--- src/rtl/i2s_stereo_mic_capture_ctrl.sv ---
// i2s_stereo_mic_capture_ctrl
//
// I2S bus master for a pair of INMP441 microphones that share one SD line.
// The left mic is strapped L/R=0 and the right mic is strapped L/R=1.
// The block generates SCK and WS, runs WARMUP_FRAMES discarded frames after
// every start so the mics can settle, then deserialises one 24-bit sample
// from each slot. Each left/right pair is offered on a valid/ready stream.
// A stop request always lets the frame already on the bus run to its end.
//
// Ports:
//   clk, reset          system clock, asynchronous active-high reset
//   enable              level request: 1 = capture
//   sck, ws             I2S bit clock and word select (ws=0 left, ws=1 right)
//   sd                  shared I2S serial data from both mics
//   out_left/out_right  24-bit two's-complement sample pair
//   out_valid/out_ready stream handshake for the pair
//   overflow            sticky: a completed pair found the output still full
//   running             1 while in the RUN state
//   drop_count          16-bit saturating count of dropped pairs; this port
//                       exists only when I2S_CAPTURE_DROP_CNT_EN is defined
//
// Optional build macro: I2S_CAPTURE_DROP_CNT_EN

module i2s_stereo_mic_capture_ctrl #(
  parameter int unsigned SCK_HALF      = 8,
  parameter int unsigned WARMUP_FRAMES = 4096
) (
  input  logic                clk,
  input  logic                reset,
  input  logic                enable,
  output logic                sck,
  output logic                ws,
  input  logic                sd,
  output logic signed [23:0]  out_left,
  output logic signed [23:0]  out_right,
  output logic                out_valid,
  input  logic                out_ready,
  output logic                overflow,
  output logic                running
`ifdef I2S_CAPTURE_DROP_CNT_EN
  ,
  output logic [15:0]         drop_count
`endif
);

  localparam int unsigned DATA_W    = 24;
  localparam logic [7:0]  HALF_LAST = 8'(SCK_HALF - 1);
  localparam logic [15:0] WARM_LAST = 16'(WARMUP_FRAMES - 1);

  typedef enum logic [1:0] {
    ST_IDLE,
    ST_WARMUP,
    ST_RUN,
    ST_STOPPING
  } state_t;

  state_t                    state_q, state_d;
  logic [7:0]                hcnt_q, hcnt_d;
  logic                      phase_q, phase_d;
  logic [5:0]                bit_q, bit_d;
  logic [15:0]               frame_cnt_q, frame_cnt_d;
  logic                      stop_from_run_q, stop_from_run_d;
  logic signed [DATA_W-1:0]  left_sr_q, left_sr_d;
  logic signed [DATA_W-1:0]  right_sr_q, right_sr_d;
  logic signed [DATA_W-1:0]  out_left_q, out_left_d;
  logic signed [DATA_W-1:0]  out_right_q, out_right_d;
  logic                      out_valid_q, out_valid_d;
  logic                      overflow_q, overflow_d;
`ifdef I2S_CAPTURE_DROP_CNT_EN
  logic [15:0]               drop_cnt_q, drop_cnt_d;
`endif

  logic bus_active;
  logic half_end;
  logic bit_end;
  logic frame_end;
  logic in_left_slot;
  logic in_right_slot;
  logic offer;
  logic load_pair;
  logic drop_pair;
  logic clear_stats;

  function automatic logic [15:0] sat_inc16(input logic [15:0] v);
    return (v == 16'hFFFF) ? v : v + 16'd1;
  endfunction

  // Bit timing: each SCK period is a low half followed by a high half.
  // The bit index advances at the end of the high half, so ws (bit_q[5])
  // only changes together with a falling SCK edge.
  always_comb begin
    bus_active    = (state_q != ST_IDLE);
    half_end      = bus_active && (hcnt_q == HALF_LAST);
    bit_end       = half_end && phase_q;
    frame_end     = bit_end && (bit_q == 6'd63);
    // b=0 and b=32 are the one-bit I2S delay slots.
    in_left_slot  = (bit_q >= 6'd1)  && (bit_q <= 6'd24);
    in_right_slot = (bit_q >= 6'd33) && (bit_q <= 6'd56);

    hcnt_d  = hcnt_q;
    phase_d = phase_q;
    bit_d   = bit_q;
    if (!bus_active) begin
      hcnt_d  = 8'd0;
      phase_d = 1'b0;
      bit_d   = 6'd0;
    end else if (half_end) begin
      hcnt_d  = 8'd0;
      phase_d = ~phase_q;
      if (phase_q) begin
        bit_d = bit_q + 6'd1;
      end
    end else begin
      hcnt_d = hcnt_q + 8'd1;
    end

    // sd is taken on the last clk of the high half, which is the latest
    // point before the mic drives the next bit on the falling edge.
    left_sr_d  = left_sr_q;
    right_sr_d = right_sr_q;
    if (bit_end && in_left_slot) begin
      left_sr_d = {left_sr_q[DATA_W-2:0], sd};
    end
    if (bit_end && in_right_slot) begin
      right_sr_d = {right_sr_q[DATA_W-2:0], sd};
    end
  end

  // Sequencing. A stop request on the frame's last clk needs no STOPPING
  // pass because the bus is already at a frame boundary.
  always_comb begin
    state_d         = state_q;
    frame_cnt_d     = frame_cnt_q;
    stop_from_run_d = stop_from_run_q;
    offer           = 1'b0;
    clear_stats     = 1'b0;

    case (state_q)
      ST_IDLE: begin
        if (enable) begin
          state_d         = ST_WARMUP;
          frame_cnt_d     = 16'd0;
          stop_from_run_d = 1'b0;
          clear_stats     = 1'b1;
        end
      end
      ST_WARMUP: begin
        if (!enable) begin
          state_d         = frame_end ? ST_IDLE : ST_STOPPING;
          stop_from_run_d = 1'b0;
        end else if (frame_end) begin
          frame_cnt_d = frame_cnt_q + 16'd1;
          if (frame_cnt_q == WARM_LAST) begin
            state_d = ST_RUN;
          end
        end
      end
      ST_RUN: begin
        offer = frame_end;
        if (!enable) begin
          state_d         = frame_end ? ST_IDLE : ST_STOPPING;
          stop_from_run_d = 1'b1;
        end
      end
      ST_STOPPING: begin
        if (frame_end) begin
          state_d = ST_IDLE;
          offer   = stop_from_run_q;
        end
      end
      default: begin
        state_d = ST_IDLE;
      end
    endcase
  end

  // Output holding register. A pair can load while the previous one is
  // being accepted on the same clk. Otherwise a full output drops the new pair.
  always_comb begin
    load_pair = offer && (!out_valid_q || out_ready);
    drop_pair = offer && !load_pair;

    out_left_d  = out_left_q;
    out_right_d = out_right_q;
    if (load_pair) begin
      out_left_d  = left_sr_q;
      out_right_d = right_sr_q;
    end

    out_valid_d = out_valid_q;
    if (load_pair) begin
      out_valid_d = 1'b1;
    end else if (out_ready) begin
      out_valid_d = 1'b0;
    end

    overflow_d = overflow_q;
    if (clear_stats) begin
      overflow_d = 1'b0;
    end else if (drop_pair) begin
      overflow_d = 1'b1;
    end

`ifdef I2S_CAPTURE_DROP_CNT_EN
    drop_cnt_d = drop_cnt_q;
    if (clear_stats) begin
      drop_cnt_d = 16'd0;
    end else if (drop_pair) begin
      drop_cnt_d = sat_inc16(drop_cnt_q);
    end
`endif
  end

  always_ff @(posedge clk or posedge reset) begin
    if (reset) begin
      state_q         <= ST_IDLE;
      hcnt_q          <= 8'd0;
      phase_q         <= 1'b0;
      bit_q           <= 6'd0;
      frame_cnt_q     <= 16'd0;
      stop_from_run_q <= 1'b0;
      left_sr_q       <= '0;
      right_sr_q      <= '0;
      out_left_q      <= '0;
      out_right_q     <= '0;
      out_valid_q     <= 1'b0;
      overflow_q      <= 1'b0;
`ifdef I2S_CAPTURE_DROP_CNT_EN
      drop_cnt_q      <= 16'd0;
`endif
    end else begin
      state_q         <= state_d;
      hcnt_q          <= hcnt_d;
      phase_q         <= phase_d;
      bit_q           <= bit_d;
      frame_cnt_q     <= frame_cnt_d;
      stop_from_run_q <= stop_from_run_d;
      left_sr_q       <= left_sr_d;
      right_sr_q      <= right_sr_d;
      out_left_q      <= out_left_d;
      out_right_q     <= out_right_d;
      out_valid_q     <= out_valid_d;
      overflow_q      <= overflow_d;
`ifdef I2S_CAPTURE_DROP_CNT_EN
      drop_cnt_q      <= drop_cnt_d;
`endif
    end
  end

  assign sck       = phase_q;
  assign ws        = bit_q[5];
  assign out_left  = out_left_q;
  assign out_right = out_right_q;
  assign out_valid = out_valid_q;
  assign overflow  = overflow_q;
  assign running   = (state_q == ST_RUN);
`ifdef I2S_CAPTURE_DROP_CNT_EN
  assign drop_count = drop_cnt_q;
`endif

endmodule

--- config.mk ---
export PLATFORM = sky130hd
export DESIGN_NAME = i2s_stereo_mic_capture_ctrl
export DESIGN_NICKNAME = d
export VERILOG_FILES = /design/src/rtl/i2s_stereo_mic_capture_ctrl.sv
export SDC_FILE = /design/constraint.sdc
export NUM_CORES = 1
export LEC_CHECK = 0
export CORE_ASPECT_RATIO = 0.8
export CORE_MARGIN = 2
export CORE_UTILIZATION = 29
export CTS_CLUSTER_DIAMETER = 150
export DETAILED_ROUTE_END_ITERATION = 6
export HOLD_SLACK_MARGIN = 0.03
export PLACE_DENSITY = 0.57
export SLEW_MARGIN = 10
export SYNTH_ARGS = -nofsm -noshare
export SYNTH_HDL_FRONTEND = slang
export SYNTH_SLANG_ARGS = --single-unit
--- constraint.sdc ---
create_clock -name clk -period 6.7 [get_ports clk]
set_input_delay 1.34 -clock clk [delete_from_list [all_inputs] [get_ports clk]]
set_output_delay 1.34 -clock clk [all_outputs]
set_load 0.005 [all_outputs]
After elaboration in Yosys (flattened, before gate mapping)

Cells that the tools add are included.

Register bits after elaboration: 132
Input port bits: 5
Logic and storage cells: 89

$add $sub $neg: 3
$lt $le $gt $ge: 4
Eq/ne operators: 16
Multiplexer cells: 31
Bitwise gates (word level): 1
Reductions and logical operators: 22

Operators with widths:

| cell                                                                                | number |
|---|---|
| 16-bit two-way mux                                                                  | 3 |
| 16-bit one-hot mux with 2 select lines                                              | 1 |
| 6-bit two-way mux                                                                   | 3 |
| 16-bit by 1-bit adder with 16-bit output, second input constant                     | 1 |
| 16-bit by 12-bit equality test with 1-bit output, second input constant             | 1 |
| 8-bit two-way mux                                                                   | 2 |
| 2-bit two-way mux                                                                   | 7 |
| 2-bit != test, second input constant                                                | 7 |
| 1-bit two-way mux                                                                   | 12 |
| 1-bit logical AND                                                                   | 9 |
| 8-bit by 1-bit adder with 8-bit output, second input constant                       | 1 |
| 8-bit by 3-bit equality test with 1-bit output, second input constant               | 1 |
| 2-bit one-hot mux with 4 select lines                                               | 1 |
| 4-bit AND reduction                                                                 | 2 |
| 2-bit nonzero test                                                                  | 4 |
| 6-bit by 1-bit adder with 6-bit output, second input constant                       | 1 |
| 6-bit equality test, second input constant                                          | 1 |
| 6-bit by 1-bit greater-or-equal comparator with 1-bit output, second input constant | 1 |
| 6-bit greater-or-equal comparator, second input constant                            | 1 |
| 6-bit by 5-bit <= comparator with 1-bit output, second input constant               | 1 |
| 6-bit <= comparator, second input constant                                          | 1 |
| 3-bit != test, second input constant                                                | 2 |
| 5-bit AND reduction                                                                 | 1 |
| 2-bit equality test, second input constant                                          | 2 |
| 10 further kinds                                                                    | 11 |

Logic depth before layout (Yosys ltp)

Depth after elaboration: 11
Gate-level depth with buffers: 8
Depth with buffers taken out: 7

Worst setup path after synthesis

Ideal clock, no wire load.

Path type: input to register
Start: input port enable
End: register frame_cnt_q[14]
Setup time: 77 ps
Arrival: 2619 ps
Setup slack: 4004 ps
Cell stages on the path: 5
Buffers on the path: 0
Cell sequence: nand2b_1 -> or3_1 -> or4_4 -> or3_1 -> a21oi_1

Word-level cells in the longest chain between the ends: 2
Elaborated cells on any way between the ends: 3

Ends and longest elaborated chain:

| item                            | RTL line | source |
|---|---|---|
| start, declared                 | 30       | `input logic enable,` |
| 2-bit != test (no line)         | -        |  |
| 4-bit AND reduction (no line) * | -        |  |
| end signal, assigned            | 236      | `frame_cnt_q <= frame_cnt_d;` |
| end, declared                   | 61       | `logic [15:0] frame_cnt_q, frame_cnt_d;` |

Every way passes the cells marked *; elsewhere a longest branch is shown, timed or not.
A chain may end at the register's enable or synchronous reset.

Final worst setup path

Start: input port enable
End: register frame_cnt_q[8]

Same word-level chain as after synthesis.

==> impl_metrics.json <==
{
  "drc": 0,
  "start_util_pct": 29.49,
  "vias_per_cell": 4.607,
  "worst_ep_required_time_ns": 6.95,
  "ys.flop_type": "dfrtp_1",
  "internal_power_uw": 1591,
  "tightest_slew_ns": 0.9802,
  "antennaDiodeCount": 0,
  "ys_ff_latch": 132,
  "place_congestion": 0.8040,
  "r2r-start": "hcnt_q[0]",
  "slew_headroom_pct": 34.65,
  "hold_violations": 0,
  "p_seq_share_pct": 42.9,
  "rsz0062_at_grt": "false",
  "fp.dieH_um": 127.9,
  "grt_start_max_net_pins": 78,
  "die_x_um": 158.8,
  "hold_buffers": 0,
  "yosys_warnings": 0,
  "cp_max_fo": 13,
  "synth_cell_types": 45,
  "cp.arrival_ns": 3.44,
  "cts_tree": "done",
  "first_global_vias": 3626,
  "clock-sinks": 132,
  "switchingPower_uw": 466.3,
  "async_flop_share_pct": 100.0,
  "rows": 45,
  "crit_start": "enable",
  "postRouteAntennaNets": 0,
  "cts_made_buffers": 17,
  "synth_top_cell_by_area": "dfrtp_1",
  "period_share_pct": 47.58,
  "cts_buffer_depth": 2,
  "vias": 3460,
  "cts-root-buf": "clkbuf_16",
  "cap_viol_max_count": 0,
  "areaGrowthSynthToFinish_pct": 26.73,
  "switching_share_pct": 22.67,
  "drt-pass1-iter-count": 4,
  "wirelength_um": 10510,
  "cp-start-kind": "input port",
  "wire_per_inst_um": 13.99,
  "leakage_uw": 0.003229,
  "cts_resized": 0,
  "syn_nets": 430,
  "clkPwrFrac_pct": 49.5,
  "core_area_um2": 18860,
  "clk_latency_ns": 0.41,
  "hold_start": "hcnt_q[0]",
  "outcome": "finished clean",
  "ys_top_cells_by_area": "dfrtp_1, mux2_2, mux2_1",
  "nNetsFinal": 492,
  "yosysTopAreaCellShare_pct": 59.39,
  "max-vdd-ir-drop_mv": 0.1775,
  "io_pins": 58,
  "path_class": "in2reg",
  "seq_area_frac_synth_pct": 59.39,
  "avgSynthCellArea_um2": 13.27,
  "grt_pass1_wl_um": 18110,
  "htreeDepth": 4,
  "grt_usage_pct": 11.02,
  "grt-ovfl-total": 0,
  "clock_skew_ns": 0.008005,
  "tns_ns": 0,
  "post-place-ws_ns": 3.102,
  "synth-edff-count": 0,
  "holdCritPathClass": "reg2reg",
  "post_cts_buffers": 0,
  "synthCells": 419,
  "setup_viol": 0,
  "drive_gt1_share_pct": 24.54,
  "syn_area_um2": 5562,
  "die-area_um2": 20310,
  "port_buffers": 57,
  "powerDensity_nw_per_um2": 291.9,
  "first_iter_violations": 182,
  "antenna_found_initial": 0,
  "min_period_ns": 3.188,
  "cp-end-kind": "register",
  "clk_pin_slew_ns": 0.05,
  "dpl.hpwl_um": 6748,
  "final-max-slew-violation-count": 0,
  "setup_ws_ns": 3.512,
  "comb_power_share_pct": 7.6,
  "fmaxAchievable_mhz": 313.7
}
cells by family after synthesis:
family / synth area share (%)
adder cells (fa/ha/maj): 1.350
flip-flops: 59.39
XOR/XNOR: 3.307
buffers and inverters: 2.475
multiplexers: 19.44
AO/OA/AOI/OAI: 3.532
AND/OR/NAND/NOR: 10.51
power by group through the flow:
stage / registers (uW) / logic [uW] / clock network (uW)
floorplan: 884 / 124 / 0
global placement: 893 / 154 / 0
detailed placement: 895 / 160 / 0
CTS: 882 / 160 / 1040
global route: 887 / 179 / 1080
finish: 883 / 156 / 1020
per-stage QoR:
stage               hold WS (ns)  instances  total power [uW]  utilization (%)  cell area [um^2]
finish                    0.4457        751              2057            37.37              7048
global route              0.4666        751              2148            37.37              7048
CTS                       0.4496        751              2085            37.37              7048
detailed placement        0.4424        720              1055            33.92              6399
global placement          0.4457        720              1048            33.92              6399
floorplan                 0.4251        419              1009                -              5562
per-layer routing:
layer  GRT usage (%)  routed length (um)  vias to the layer above
met1           14.29                5157                     1765
met3           3.882                 470                        9
met5               0                   0                        -
met4           3.238                  69                        0
met2           17.49                4807                       74
li1                -                   -                     1612
placed cells by master, fill, tap and decap left out, drive strengths merged, types with 2 or more instances in the layout:
cell type	count
nor2b	2
xnor2	16
dfrtp	132
clkdlybuf4s50	57
buf	5
nand3	23
clkinvlp	2
clkbuf	22
inv	9
and3	3
a21oi	6
or4	5
o21ai	8
nor3	7
bufinv	5
or3	3
nor2	36
nand2	15
ha	6
a22o	3
xor2	5
mux2	96
clkinv	2
nor4	6
o31ai	2
final timing paths:
path                                        to  slack [ns]  cells after the start
worst max-delay path            frame_cnt_q[8]        3.51                      6
max in group asynchronous          out_left[1]        3.86                      3
min in group asynchronous         out_right[1]        1.40                      2
worst min-delay path                 hcnt_q[0]        0.45                      1
worst min register to register       hcnt_q[0]        0.45                      1
worst max register to register     out_left[3]        4.16                      6
critical path: stages:
cell and delay, ns:
clkdlybuf4s50_1 0.52, nand2b_1 0.27, or4_1 0.71, nor4_1 0.38, xnor2_1 0.16, nor2_1 0.06
flip-flops by register name, summed over array words and instances (netlist names):
| signal | flops |
|---|---|
| right_sr_q | 24 |
| hcnt_q | 8 |
| out_left | 24 |
| out_valid | 1 |
| sck | 1 |
| bit_q | 6 |
| overflow | 1 |
| left_sr_q | 24 |
| out_right | 24 |
| state_q | 2 |
| frame_cnt_q | 16 |
| stop_from_run_q | 1 |
cell usage after synthesis (2+ instances only):
cell,instances
xnor2_1,16
inv_1,9
or4_1,4
o31ai_1,2
nor2b_1,2
dfrtp_1,132
buf_4,2
nor4_1,5
and3_1,3
nor2_1,36
nand2_1,15
clkbuf_1,7
a22o_1,3
buf_2,8
buf_6,2
o21ai_0,7
xor2_1,5
nand3_1,23
mux2_2,76
or3_1,3
nor3_1,6
a21oi_1,6
ha_1,6
mux2_1,20
cell type report:
| class | count | area, um^2 |
|---|---|---|
| Inverter | 9 | 36.28 |
| Sequential cell | 132 | 3303 |
| Fill cell | 1788 | 11810 |
| Clock buffer | 22 | 474.2 |
| Multi-Input combinational cell | 259 | 2128 |
| Timing Repair Buffer | 62 | 608.1 |
| Clock inverter | 9 | 175.2 |
| Tap cell | 258 | 322.8 |
No activity file was read; power rests on OpenSTA's default activity.
